[src/rtl/mips_mem_pkg.sv]
// Shared MEM-stage encodings: access sizes, control-word layout, FSM states, byte enables.
package mips_mem_pkg;

  localparam logic [1:0] SZ_BYTE = 2'b00;
  localparam logic [1:0] SZ_HALF = 2'b01;
  localparam logic [1:0] SZ_WORD = 2'b10;

  localparam logic [3:0] BE_BYTE = 4'b0001;
  localparam logic [3:0] BE_HALF = 4'b0011;
  localparam logic [3:0] BE_WORD = 4'b1111;

  typedef struct packed {
    logic       rd;
    logic       wr;
    logic       uns;
    logic [1:0] size;
  } mem_ctrl_t;

  typedef enum logic [1:0] {IDLE, REQ, WAIT, DONE} mem_state_e;

  // Size encoding 2'b11 is treated as a word everywhere.
  function automatic logic misaligned(input logic [1:0] size, input logic [1:0] a);
    return ((size == SZ_HALF) && a[0]) || (size[1] && (a != 2'b00));
  endfunction

  function automatic logic [1:0] align_mask(input logic [1:0] size);
    if (size == SZ_BYTE) return 2'b11;
    if (size == SZ_HALF) return 2'b10;
    return 2'b00;
  endfunction

endpackage

[src/rtl/mem_access_if.sv]
// Data-memory request/response bus between the MEM stage (master) and memory (slave).
interface mem_access_if #(
  parameter int ADDR_W = 32
);
  logic              dm_req;
  logic              dm_wr;
  logic [3:0]        dm_be;
  logic [ADDR_W-1:0] dm_addr;
  logic [31:0]       dm_wdata;
  logic              dm_addr_ok;
  logic              dm_data_ok;
  logic [31:0]       dm_rdata;

  modport master (
    output dm_req, dm_wr, dm_be, dm_addr, dm_wdata,
    input  dm_addr_ok, dm_data_ok, dm_rdata
  );

  modport slave (
    input  dm_req, dm_wr, dm_be, dm_addr, dm_wdata,
    output dm_addr_ok, dm_data_ok, dm_rdata
  );
endinterface

[src/rtl/load_store_align.sv]
// Byte-lane steering for stores (enables, replicated data) and lane select plus extension for loads.
module load_store_align
  import mips_mem_pkg::*;
(
  input  logic [1:0]  addr_lo,
  input  logic [1:0]  size,
  input  logic        uns,
  input  logic [31:0] store_data,
  input  logic [31:0] rdata,
  output logic [3:0]  be,
  output logic [31:0] wdata,
  output logic [31:0] load_data
);
  logic [7:0]  byte_lane;
  logic [15:0] half_lane;

  always_comb begin
    byte_lane = 8'(rdata >> {addr_lo, 3'b000});
    half_lane = 16'(rdata >> {addr_lo[1], 4'b0000});
    be        = BE_WORD;
    wdata     = store_data;
    load_data = rdata;
    case (size)
      SZ_BYTE: begin
        be        = BE_BYTE << addr_lo;
        wdata     = {4{store_data[7:0]}};
        load_data = {{24{byte_lane[7] & ~uns}}, byte_lane};
      end
      SZ_HALF: begin
        be        = BE_HALF << {addr_lo[1], 1'b0};
        wdata     = {2{store_data[15:0]}};
        load_data = {{16{half_lane[15] & ~uns}}, half_lane};
      end
      default: ;
    endcase
  end
endmodule

[src/rtl/mem_access.sv]
// MEM stage: sequences one data-memory access per load/store and registers results toward write-back.
// Define MEM_UNALIGNED_EXC_EN to raise address-error flags on misaligned half/word accesses.
//
// state | meaning
// IDLE  | no access in flight; non-memory ops pass straight to wb_*
// REQ   | dm_req asserted with held address/data, waiting for dm_addr_ok
// WAIT  | request accepted, waiting for dm_data_ok
// DONE  | read data buffered; loads wb_* once stall_in is low
module mem_access
  import mips_mem_pkg::*;
#(
  parameter int ADDR_W = 32
) (
  input  logic         clk,
  input  logic         rst,
  input  logic         stall_in,
  input  logic         ex_valid,
  input  logic [31:0]  ex_inst,
  input  logic [31:0]  ex_alu_result,
  input  logic [31:0]  ex_store_data,
  input  logic [4:0]   ex_write_addr,
  input  logic         ex_reg_write,
  input  logic [4:0]   ex_mem_ctrl,
  output logic         mem_stall,
  mem_access_if.master dm,
  output logic         wb_valid,
  output logic [31:0]  wb_inst,
  output logic [4:0]   wb_write_addr,
  output logic [31:0]  wb_write_data,
  output logic         wb_reg_write,
  output logic         exc_adel,
  output logic         exc_ades
);
  mem_state_e  state;
  mem_ctrl_t   ex_ctrl;
  mem_ctrl_t   h_ctrl;
  logic [31:0] h_inst;
  logic [31:0] h_alu;
  logic [4:0]  h_wa;
  logic        h_rw;
  logic [31:0] rbuf;

  logic        ex_memop;
  logic        ex_fault;
  logic        ex_go;
  logic [31:0] ex_addr;

  logic        al_sel_ex;
  logic [1:0]  al_addr;
  logic [1:0]  al_size;
  logic        al_uns;
  logic [3:0]  al_be;
  logic [31:0] al_wdata;
  logic [31:0] al_load;

  assign ex_ctrl  = mem_ctrl_t'(ex_mem_ctrl);
  assign ex_memop = ex_valid && (ex_ctrl.rd || ex_ctrl.wr);

`ifdef MEM_UNALIGNED_EXC_EN
  assign ex_fault = ex_memop && misaligned(ex_ctrl.size, ex_alu_result[1:0]);
  assign ex_addr  = ex_alu_result;
`else
  assign ex_fault = 1'b0;
  assign ex_addr  = {ex_alu_result[31:2], ex_alu_result[1:0] & align_mask(ex_ctrl.size)};
`endif

  assign ex_go = ex_memop && !ex_fault;

  assign mem_stall = (state == REQ) || (state == WAIT) ||
                     ((state == DONE) && stall_in) ||
                     ((state == IDLE) && ex_go);

  // Store lanes are computed from the EX fields at capture; load lanes from the held fields.
  assign al_sel_ex = (state == IDLE);
  assign al_addr   = al_sel_ex ? ex_addr[1:0] : h_alu[1:0];
  assign al_size   = al_sel_ex ? ex_ctrl.size : h_ctrl.size;
  assign al_uns    = al_sel_ex ? ex_ctrl.uns  : h_ctrl.uns;

  load_store_align u_align (
    .addr_lo    (al_addr),
    .size       (al_size),
    .uns        (al_uns),
    .store_data (ex_store_data),
    .rdata      (rbuf),
    .be         (al_be),
    .wdata      (al_wdata),
    .load_data  (al_load)
  );

  always_ff @(posedge clk) begin
    if (rst) begin
      state         <= IDLE;
      h_ctrl        <= '0;
      h_inst        <= '0;
      h_alu         <= '0;
      h_wa          <= '0;
      h_rw          <= 1'b0;
      rbuf          <= '0;
      dm.dm_req     <= 1'b0;
      dm.dm_wr      <= 1'b0;
      dm.dm_be      <= '0;
      dm.dm_addr    <= '0;
      dm.dm_wdata   <= '0;
      wb_valid      <= 1'b0;
      wb_inst       <= '0;
      wb_write_addr <= '0;
      wb_write_data <= '0;
      wb_reg_write  <= 1'b0;
    end else begin
      case (state)
        IDLE: if (ex_go) begin
          h_ctrl      <= ex_ctrl;
          h_inst      <= ex_inst;
          h_alu       <= ex_alu_result;
          h_wa        <= ex_write_addr;
          h_rw        <= ex_reg_write;
          dm.dm_req   <= 1'b1;
          dm.dm_wr    <= ex_ctrl.wr;
          dm.dm_be    <= al_be;
          dm.dm_addr  <= ADDR_W'(ex_addr);
          dm.dm_wdata <= al_wdata;
          state       <= REQ;
        end
        REQ: if (dm.dm_addr_ok) begin
          dm.dm_req <= 1'b0;
          if (dm.dm_data_ok) begin
            rbuf  <= dm.dm_rdata;
            state <= DONE;
          end else begin
            state <= WAIT;
          end
        end
        WAIT: if (dm.dm_data_ok) begin
          rbuf  <= dm.dm_rdata;
          state <= DONE;
        end
        DONE: if (!stall_in) state <= IDLE;
        default: state <= IDLE;
      endcase

      if (!stall_in) begin
        if (state == DONE) begin
          wb_valid      <= 1'b1;
          wb_inst       <= h_inst;
          wb_write_addr <= h_wa;
          wb_write_data <= h_ctrl.wr ? h_alu : al_load;
          wb_reg_write  <= h_rw && h_ctrl.rd && !h_ctrl.wr && (h_wa != 5'd0);
        end else if ((state == IDLE) && ex_valid && !ex_go) begin
          wb_valid      <= 1'b1;
          wb_inst       <= ex_inst;
          wb_write_addr <= ex_write_addr;
          wb_write_data <= ex_alu_result;
          wb_reg_write  <= ex_reg_write && !ex_fault && (ex_write_addr != 5'd0);
        end else begin
          wb_valid      <= 1'b0;
          wb_reg_write  <= 1'b0;
        end
      end
    end
  end

`ifdef MEM_UNALIGNED_EXC_EN
  // A faulting op is only ever retired from IDLE, so the flags track that path alone.
  always_ff @(posedge clk) begin
    if (rst) begin
      exc_adel <= 1'b0;
      exc_ades <= 1'b0;
    end else if (!stall_in) begin
      exc_adel <= (state == IDLE) && ex_fault && !ex_ctrl.wr;
      exc_ades <= (state == IDLE) && ex_fault && ex_ctrl.wr;
    end
  end
`else
  assign exc_adel = 1'b0;
  assign exc_ades = 1'b0;
`endif

endmodule
[src/flat_wrapper.sv]
// flat-port wrapper written by rule: the top's interface ports become plain ports
module mem_access_flat import mips_mem_pkg::*;
#(
  parameter int ADDR_W = 32
)
  (clk, rst, stall_in, ex_valid, ex_inst, ex_alu_result, ex_store_data, ex_write_addr, ex_reg_write, ex_mem_ctrl, mem_stall, wb_valid, wb_inst, wb_write_addr, wb_write_data, wb_reg_write, exc_adel, exc_ades, dm_dm_req, dm_dm_wr, dm_dm_be, dm_dm_addr, dm_dm_wdata, dm_dm_addr_ok, dm_dm_data_ok, dm_dm_rdata);
  mem_access_if #(.ADDR_W(ADDR_W)) dm_i ();
  input  logic clk;
  input  logic rst;
  input  logic stall_in;
  input  logic ex_valid;
  input  logic [31:0] ex_inst;
  input  logic [31:0] ex_alu_result;
  input  logic [31:0] ex_store_data;
  input  logic [4:0] ex_write_addr;
  input  logic ex_reg_write;
  input  logic [4:0] ex_mem_ctrl;
  output logic mem_stall;
  output logic wb_valid;
  output logic [31:0] wb_inst;
  output logic [4:0] wb_write_addr;
  output logic [31:0] wb_write_data;
  output logic wb_reg_write;
  output logic exc_adel;
  output logic exc_ades;
  output wire logic [$bits(dm_i.dm_req)-1:0] dm_dm_req;
  output wire logic [$bits(dm_i.dm_wr)-1:0] dm_dm_wr;
  output wire logic [$bits(dm_i.dm_be)-1:0] dm_dm_be;
  output wire logic [$bits(dm_i.dm_addr)-1:0] dm_dm_addr;
  output wire logic [$bits(dm_i.dm_wdata)-1:0] dm_dm_wdata;
  input wire logic [$bits(dm_i.dm_addr_ok)-1:0] dm_dm_addr_ok;
  input wire logic [$bits(dm_i.dm_data_ok)-1:0] dm_dm_data_ok;
  input wire logic [$bits(dm_i.dm_rdata)-1:0] dm_dm_rdata;
  assign dm_dm_req = dm_i.dm_req;
  assign dm_dm_wr = dm_i.dm_wr;
  assign dm_dm_be = dm_i.dm_be;
  assign dm_dm_addr = dm_i.dm_addr;
  assign dm_dm_wdata = dm_i.dm_wdata;
  assign dm_i.dm_addr_ok = dm_dm_addr_ok;
  assign dm_i.dm_data_ok = dm_dm_data_ok;
  assign dm_i.dm_rdata = dm_dm_rdata;
  mem_access #(.ADDR_W(ADDR_W)) u_core (.clk(clk), .rst(rst), .stall_in(stall_in), .ex_valid(ex_valid), .ex_inst(ex_inst), .ex_alu_result(ex_alu_result), .ex_store_data(ex_store_data), .ex_write_addr(ex_write_addr), .ex_reg_write(ex_reg_write), .ex_mem_ctrl(ex_mem_ctrl), .mem_stall(mem_stall), .dm(dm_i), .wb_valid(wb_valid), .wb_inst(wb_inst), .wb_write_addr(wb_write_addr), .wb_write_data(wb_write_data), .wb_reg_write(wb_reg_write), .exc_adel(exc_adel), .exc_ades(exc_ades));
endmodule
[config.mk]
export PLATFORM = sky130hd
export DESIGN_NAME = mem_access_flat
export DESIGN_NICKNAME = d
export VERILOG_FILES = /design/src/rtl/mips_mem_pkg.sv /design/src/rtl/mem_access_if.sv /design/src/rtl/load_store_align.sv /design/src/rtl/mem_access.sv /design/src/flat_wrapper.sv
export SDC_FILE = /design/constraint.sdc
export NUM_CORES = 1
export LEC_CHECK = 0
export BUFFER_PORTS_ARGS = -buffer_cell sky130_fd_sc_hd__buf_2
export CAP_MARGIN = 0
export CORE_MARGIN = 2
export CORE_UTILIZATION = 27
export DETAILED_ROUTE_END_ITERATION = 8
export GPL_TIMING_DRIVEN = 1
export MAX_ROUTING_LAYER = met4
export PLACE_DENSITY = 0.52
export SLEW_MARGIN = 20
export SYNTH_ARGS = -nofsm -noshare
export SYNTH_HDL_FRONTEND = slang
export SYNTH_SLANG_ARGS = --single-unit
[constraint.sdc]
create_clock -name clk -period 3.2 [get_ports clk]
set_input_delay 0.32 -clock clk [delete_from_list [all_inputs] [get_ports clk]]
set_output_delay 0.32 -clock clk [all_outputs]
set_load 0.1 [all_outputs]
==> impl_metrics.csv, run 1 <==
group,metric,value,unit
outcome,status,"finished clean",
grt,first_global_vias,9582,
worst_setup_path,path_cells,"inv_1 > ha_1 > o211ai_1 > nand3b_1 > buf_12",
synth,async_flop_share,0,%
worst_setup_path,critPathKind,"register to primary output",
grt,grtUsageTotal,18.4,%
drt,wl,37700,um
place,placed_area,0.0121,sq mm
synth,synth_area_leader_cell,"dfxtp_1",
drt,wl_per_cell,18.3,um
timing,tightest_slew,0.776,ns
place,gp_congestion,0.866,
worst_setup_path,crit_end,"mem_stall",
synth,synth_edf_count,0,
drt,vias_per_cell,4.98,
cells_and_area,regArea,0.00438,sq mm
grt,grt_overflow,0,
clock_network,clk_path_buf_depth,3,
pwr,p_per_area,891,mW/mm^2
place,dpl.cell_count,1974,
die,io_pins,289,
synth,synth_area,0.0105,sq mm
die,std_cell_rows,72,
timing,fin_crit,2.96,ns
synth,ys_ff_latch,219,
worst_setup_path,cp.required,2.88,ns
synth,synthFlopType,"dfxtp_1",
worst_setup_path,cpMaxStageDelayCell,"ha_1",
die,dieArea,0.0405,sq mm
synth,yosysTopAreaCellShare,41.8,%
place,dp_slack,0.294,ns
clock_network,cts_tree,"done",
drt,drt_first_iter_violations,817,
cells_and_area,fillCellCount,4140,
worst_setup_path,r2r-start,"u_core.state[0]$_SDFFE_PP0P_",
worst_setup_path,endpoint_kind,"primary output",
synth,synth_area_leaders,"dfxtp_1 42%, nand2_1 10%, a21oi_1 6.6%, mux2i_1 5.6%, a211oi_1 4.8%",
clock_network,cts_resized,0,
timing,clock.fmax,338,MHz
worst_setup_path,reg2regPathDepth,7,
timing,period_share,92.5,%
cells_and_area,utilization,34.6,%
die,start_util,27.2,%
flow_run,maxCapViolCount,0,
synth,synthTopCellsByCount,"285 x nand2_1, 219 x dfxtp_1, 139 x a21oi_1, 85 x nor2_1, 68 x clkbuf_1",
place,port_buffers,286,
cells_and_area,fin_cells,2059,
timing,drv_slew,0,
worst_setup_path,critical_path.startpoint,"u_core.state[0]$_SDFFE_PP0P_",
timing,finalClockSkew,0.0304,ns
drt,num_vias,10300,
timing,layout_setup_ws,0.241,ns
clock_network,worstSkewPairLatency,0.56,ns
synth,synth_cell_types,59,
pwr,ir_drop,336,uV
worst_setup_path,reg2reg_to,"u_core.wb_inst[16]$_SDFFE_PP0P_",
clock_network,clk_pin_slew_worst_paths,0.06,ns
worst_setup_path,cp_top_family,"adder cells",
worst_setup_path,cpPeakStageDelay,0.69,ns
grt,grt_pass1_wl,57600,um
synth,yosysSeqAreaShare,41.8,%
drt,dr.pass1.iters,6,
cells_and_area,area_growth,27.2,%
grt,grt_max_degree,80,
clock_network,cts_root_buf,"clkbuf_16",
cells_and_area,drive_above_1_share,24.7,%
timing,setup_tns,0,ns
die,die_h,201,um
clock_network,cts.sinks,219,
clock_network,cts_max_level,1,
synth,postSynthAreaPerCell,8.15,sq um
grt,antenna_found_initial,6,
die,core,0.0386,sq mm
synth,synth.most_common_cell,"nand2_1",
timing,slew_headroom,48.3,%
drt,final_antenna_net_count,0,
synth,syn_inst,1288,
worst_setup_path,r2r_setup_slack,0.26,ns
timing,grt_setup_unrepaired,"no",
clock_network,cts-buffers-inserted,27,
hold_path,hold_path.class,"input port to register",
drt,route.detailed.drc,0,
cells_and_area,nets,1669,
worst_setup_path,cp-start-kind,"register",
worst_setup_path,arrival,2.64,ns
pwr,p_leak,5.21,nW
timing,hold_viol_final,0,
worst_setup_path,cp.depth,5,
cells_and_area,multi_input_area,0.00534,sq mm
die,die_w,201,um
cells_and_area,final_area,0.0134,sq mm
worst_setup_path,critPathBufInv,2,
worst_setup_path,cp_max_fo,20,
synth,ys_warn_count,0,
place,hpwlAfterDp,26100,um
timing,setup_viol,0,
cell families after synthesis:
kind of cell / synth area share (%)
muxes: 5.84
buffers and inverters: 7.70
and+or+nand+nor: 20.2
adders and majority gates: 0.596
DFF: 41.8
AOI/OAI and AO/OA: 23.9
other: 0.0357
area by class of cell:
cell class	count	share of cell area, %
clock buffer	35	5.66
antenna	4	0.0749
tap	518	4.85
sequential	219	32.8
multi-input combinational	912	40.0
timing repair buffer	350	15.6
inverter	9	0.253
clock inverter	12	0.749
metal layers:
| layer | up-vias | wire (um) | global-route usage, % |
|---|---|---|---|
| met3 | 59 | 2600 | 3.34 |
| met2 | 384 | 17200 | 28.4 |
| li1 | 5023 | - | - |
| met1 | 4794 | 17000 | 24.5 |
| met4 | 0 | 990 | 5.62 |
| met5 | - | 0 | - |
worst reg2reg max path, cell delays in order, from the launching register on:
cell and delay, ns:
dfxtp_1 0.35, inv_1 0.15, ha_1 0.69, and4bb_2 0.43, o21ba_4 0.52, buf_12 0.35, nor2_1 0.11, a211oi_1 0.23
worst min path at each step:
stage                     slack [ns]  cells after the start                               from                                 to
after floorplan                 0.43                      2           u_core.h_rw$_SDFFE_PP0P_           u_core.h_rw$_SDFFE_PP0P_
after global placement          0.44                      2           u_core.h_rw$_SDFFE_PP0P_           u_core.h_rw$_SDFFE_PP0P_
after detailed placement        0.44                      2  u_core.dm.dm_addr[0]$_SDFFE_PP0P_  u_core.dm.dm_addr[0]$_SDFFE_PP0P_
after CTS                      0.002                      3                    dm_dm_rdata[29]       u_core.rbuf[29]$_SDFFE_PP0P_
after global routing            0.01                      3                    dm_dm_rdata[29]       u_core.rbuf[29]$_SDFFE_PP0P_
final                           0.01                      3                    dm_dm_rdata[29]       u_core.rbuf[29]$_SDFFE_PP0P_
cells in the final DEF, fill, tap and decap left out, types with 27 or more instances in the layout:
cell type,n
o211ai_1,31
mux2i_1,58
a21oi_1,139
clkbuf_16,27
dfxtp_1,219
buf_2,284
nand3b_1,30
nand2_1,285
nor2_1,85
dlygate4sd3_1,34
a211oi_1,67
report_power, final:
group	switching [mW]	leakage (nW)	total [mW]	internal (mW)
clock	1.24	0.419	2.98	1.74
sequential	0.378	1.79	3.59	3.21
combinational	4.10	3.01	5.33	1.23
total	5.72	5.21	11.9	6.18
sequential cells by signal, summed over array words and instances, names as in the netlist, 5 cells and up:
signal and cells:
u_core.dm.dm_addr 31, u_core.dm.dm_wdata 32, u_core.h_ctrl 5, u_core.h_inst 32, u_core.h_wa 5, u_core.rbuf 32
u_core.wb_inst 32, u_core.wb_write_addr 5, u_core.wb_write_data 32
stage by stage:
step	hold WS (ns)	power [mW]
finish	0.0121	11.9
global route	0.0140	12.5
detailed placement	0.444	8.95
CTS	0.00186	12.0
global placement	0.437	8.90
floorplan	0.432	7.75
what timing repair did:
| action | 4_1_cts | 5_1_grt |
|---|---|---|
| setup endpoints to repair | 0 | 0 |
| hold buffers | 34 | 0 |
| setup buffers | 0 | 0 |
| hold endpoints to repair | 34 | 0 |
Power figures use the tool's default switching activity.
==> run 2: changes to the inputs <==
ABC_AREA = 1   (was default)
CAP_MARGIN = default   (was 0)
PLACE_DENSITY = default   (was 0.52)
==> run 2 against run 1 <==
Via count shrank 2.7%. Non-clock buffer count is 43 lower. Sequential power is 7.0% higher. Wire length shrank 4.0%. First-iteration DRC count is 16% lower. Core utilization fell by 0.051 points. Critical path depth grew 2. Combinational power increased by 38%. Critical path type unchanged. Highest routed layer unchanged.
==> impl_metrics.csv, run 2 <==
group,metric,value,unit
outcome,status,"finished clean",
place,dp_slack,0.623,ns
timing,slew_headroom,42.2,%
drt,vias_per_cell,4.88,
worst_setup_path,cp-start-kind,"register",
timing,tightest_slew,0.868,ns
cells_and_area,layout_commonest_cell,"buf_2",
die,die_h,195,um
hold_path,hold_path.class,"input port to register",
synth,synth_cell_types,36,
timing,clock.fmax,375,MHz
grt,grt_max_degree,103,
die,io_pins,289,
clock_network,clk_path_buf_depth,3,
grt,grt_overflow,0,
drt,route.detailed.drc,0,
grt,grt_pass1_wl,54300,um
clock_network,worstSkewPairLatency,0.53,ns
hold_path,min_to,"u_core.h_inst[5]$_SDFFE_PP0P_",
worst_setup_path,arrival,2.35,ns
cells_and_area,final_cell_mix,"285 x buf_2, 238 x nand2_1, 221 x a21oi_1",
die,die_w,195,um
worst_setup_path,critPathKind,"register to primary output",
synth,synth_area_leader_cell,"dfxtp_1",
worst_setup_path,r2r_setup_slack,0.59,ns
cells_and_area,fillCellCount,3842,
drt,final_antenna_net_count,0,
drt,dr.pass1.iters,5,
clock_network,cts_resized,0,
clock_network,cts-buffers-inserted,26,
timing,setup_tns,0,ns
timing,hold_viol_final,0,
worst_setup_path,cp_max_fo,32,
timing,period_share,83.4,%
worst_setup_path,r2r-start,"u_core.state[0]$_SDFFE_PP0P_",
place,gp_congestion,0.904,
timing,finalClockSkew,0.0134,ns
pwr,ir_drop,658,uV
pwr,p_per_area,1160,mW/mm^2
pwr,p_leak,5.69,nW
hold_path,hold_path_startpoint,"ex_inst[5]",
drt,wl_per_cell,17.7,um
place,port_buffers,286,
place,placed_area,0.0114,sq mm
synth,ys_ff_latch,219,
worst_setup_path,reg2reg_to,"u_core.wb_write_data[7]$_SDFFE_PP0P_",
flow_run,maxCapViolCount,0,
synth,synthMuxAreaShare,0,%
synth,synth.most_common_cell,"nand2_1",
synth,synth-compound-area-share,26.5,%
drt,wl,36200,um
timing,grt_setup_unrepaired,"no",
synth,synth_simple_gate_area_share,17.0,%
die,std_cell_rows,69,
drt,drt_first_iter_violations,689,
place,hpwlAfterDp,25300,um
cells_and_area,final_area,0.0124,sq mm
synth,synthTopCellsByCount,"238 x nand2_1, 221 x a21oi_1, 219 x dfxtp_1, 200 x o21ai_0, 107 x inv_1",
synth,synthFlopType,"dfxtp_1",
grt,first_global_vias,9214,
synth,ys_warn_count,0,
clock_network,cts_root_buf,"clkbuf_16",
grt,grtUsageTotal,18.6,%
grt,antenna_found_initial,9,
synth,synth_area_leaders,"dfxtp_1 45%, a21oi_1 11%, o21ai_0 10%, nand2_1 9.1%, inv_1 4.1%",
die,core,0.0357,sq mm
clock_network,cts_tree,"done",
die,dieArea,0.0380,sq mm
synth,synth_top_family_by_area,"compound AO/OA/AOI/OAI gates",
die,start_util,27.5,%
hold_path,min_path_cells,3,
worst_setup_path,endpoint_kind,"primary output",
timing,layout_setup_ws,0.530,ns
drt,num_vias,9978,
clock_network,holdBufCountCts,0,
synth,syn_inst,1353,
synth,synth_edf_count,0,
synth,yosysTopAreaCellShare,44.6,%
worst_setup_path,cp.required,2.88,ns
synth,yosys.area_share.adder,0.636,%
timing,fin_crit,2.67,ns
synth,async_flop_share,0,%
cells_and_area,drive_above_1_share,24.5,%
timing,setup_viol,0,
timing,drv_slew,0,
cells_and_area,multi_input_area,0.00437,sq mm
clock_network,cts_max_level,1,
synth,synth_area,0.00984,sq mm
cells_and_area,area_growth,25.6,%
worst_setup_path,reg2regPathDepth,9,
clock_network,postCtsSetupBuffers,0,
cells_and_area,regArea,0.00439,sq mm
cells_and_area,nets,1707,
synth,synthXorXnorAreaFrac,0,%
clock_network,clk_pin_slew_worst_paths,0.06,ns
pwr,p_total,14.3,mW
clock_network,cts.sinks,219,
synth,postSynthAreaPerCell,7.27,sq um
synth,yosysSeqAreaShare,44.6,%
## run 2: cell count changes after synthesis, sizes merged, moves of 18 or more
| cell | change |
|---|---|
| buf | -24 |
| o21ai | +186 |
| nand3 | +26 |
| a31oi | +43 |
| and3 | -18 |
| a21oi | +81 |
| a211oi | -69 |
| inv | +105 |
| a311oi | -19 |
| nand2 | -43 |
| mux2i | -59 |
| nand3b | -29 |
## run 2: how the worst max path moves through the flow
stage,endpoint,startpoint,slack (ns)
3_5_place_dp,u_core.wb_write_data[7]$_SDFFE_PP0P_,u_core.state[1]$_SDFFE_PP0P_,0.62
4_1_cts,mem_stall,u_core.state[0]$_SDFFE_PP0P_,0.49
2_1_floorplan,mem_stall,u_core.state[0]$_SDFFE_PP0P_,0.62
5_1_grt,mem_stall,u_core.state[0]$_SDFFE_PP0P_,0.40
3_3_place_gp,u_core.wb_write_data[3]$_SDFFE_PP0P_,u_core.state[1]$_SDFFE_PP0P_,0.63
6_report,mem_stall,u_core.state[0]$_SDFFE_PP0P_,0.53
## run 2: layer usage
metal,global-route usage [%],share of wire [%],vias to the layer above
met2,27.4,45,319
met3,3.61,5.9,63
met5,-,0,-
li1,-,-,4919
met1,25.1,46,4677
met4,6.84,3.2,0
## run 2: area by class of cell
type / count / share of cell area [%]
sequential: 219 / 35.5
multi-input combinational: 888 / 35.3
timing repair buffer: 307 / 13.5
clock buffer: 37 / 6.26
tap: 461 / 4.67
inverter: 115 / 3.58
clock inverter: 7 / 0.951
antenna: 10 / 0.202
## run 2: critical path, stage by stage, from the launching register on
cell and delay (ns):
dfxtp_1 0.41, inv_1 0.11, ha_1 0.36, inv_6 0.15, nor2_4 0.06, inv_4 0.30, nand3b_1 0.20, buf_12 0.21
## run 2: cells by family (layout without fill, tap and decap cells)
| kind of cell | after synthesis | in the layout |
|---|---|---|
| AOI/OAI and AO/OA | 497 | 497 |
| and+or+nand+nor | 384 | 384 |
| buffers and inverters | 247 | 466 |
| DFF | 219 | 219 |
| adders and majority gates | 5 | 5 |
| other | 1 | 12 |
## run 2: stage by stage
step	util, %	cells	hold slack (ns)
floorplan	-	1354	0.429
global placement	31.9	1989	0.445
detailed placement	31.9	1989	0.452
CTS	34.4	2033	0.00858
global route	34.6	2043	0.0177
finish	34.6	2044	0.0312
## run 2: power by group
group | internal [mW] | switching [mW]
Clock | 1.91 | 1.19
Combinational | 1.45 | 5.90
Sequential | 3.42 | 0.414
Total | 6.78 | 7.51
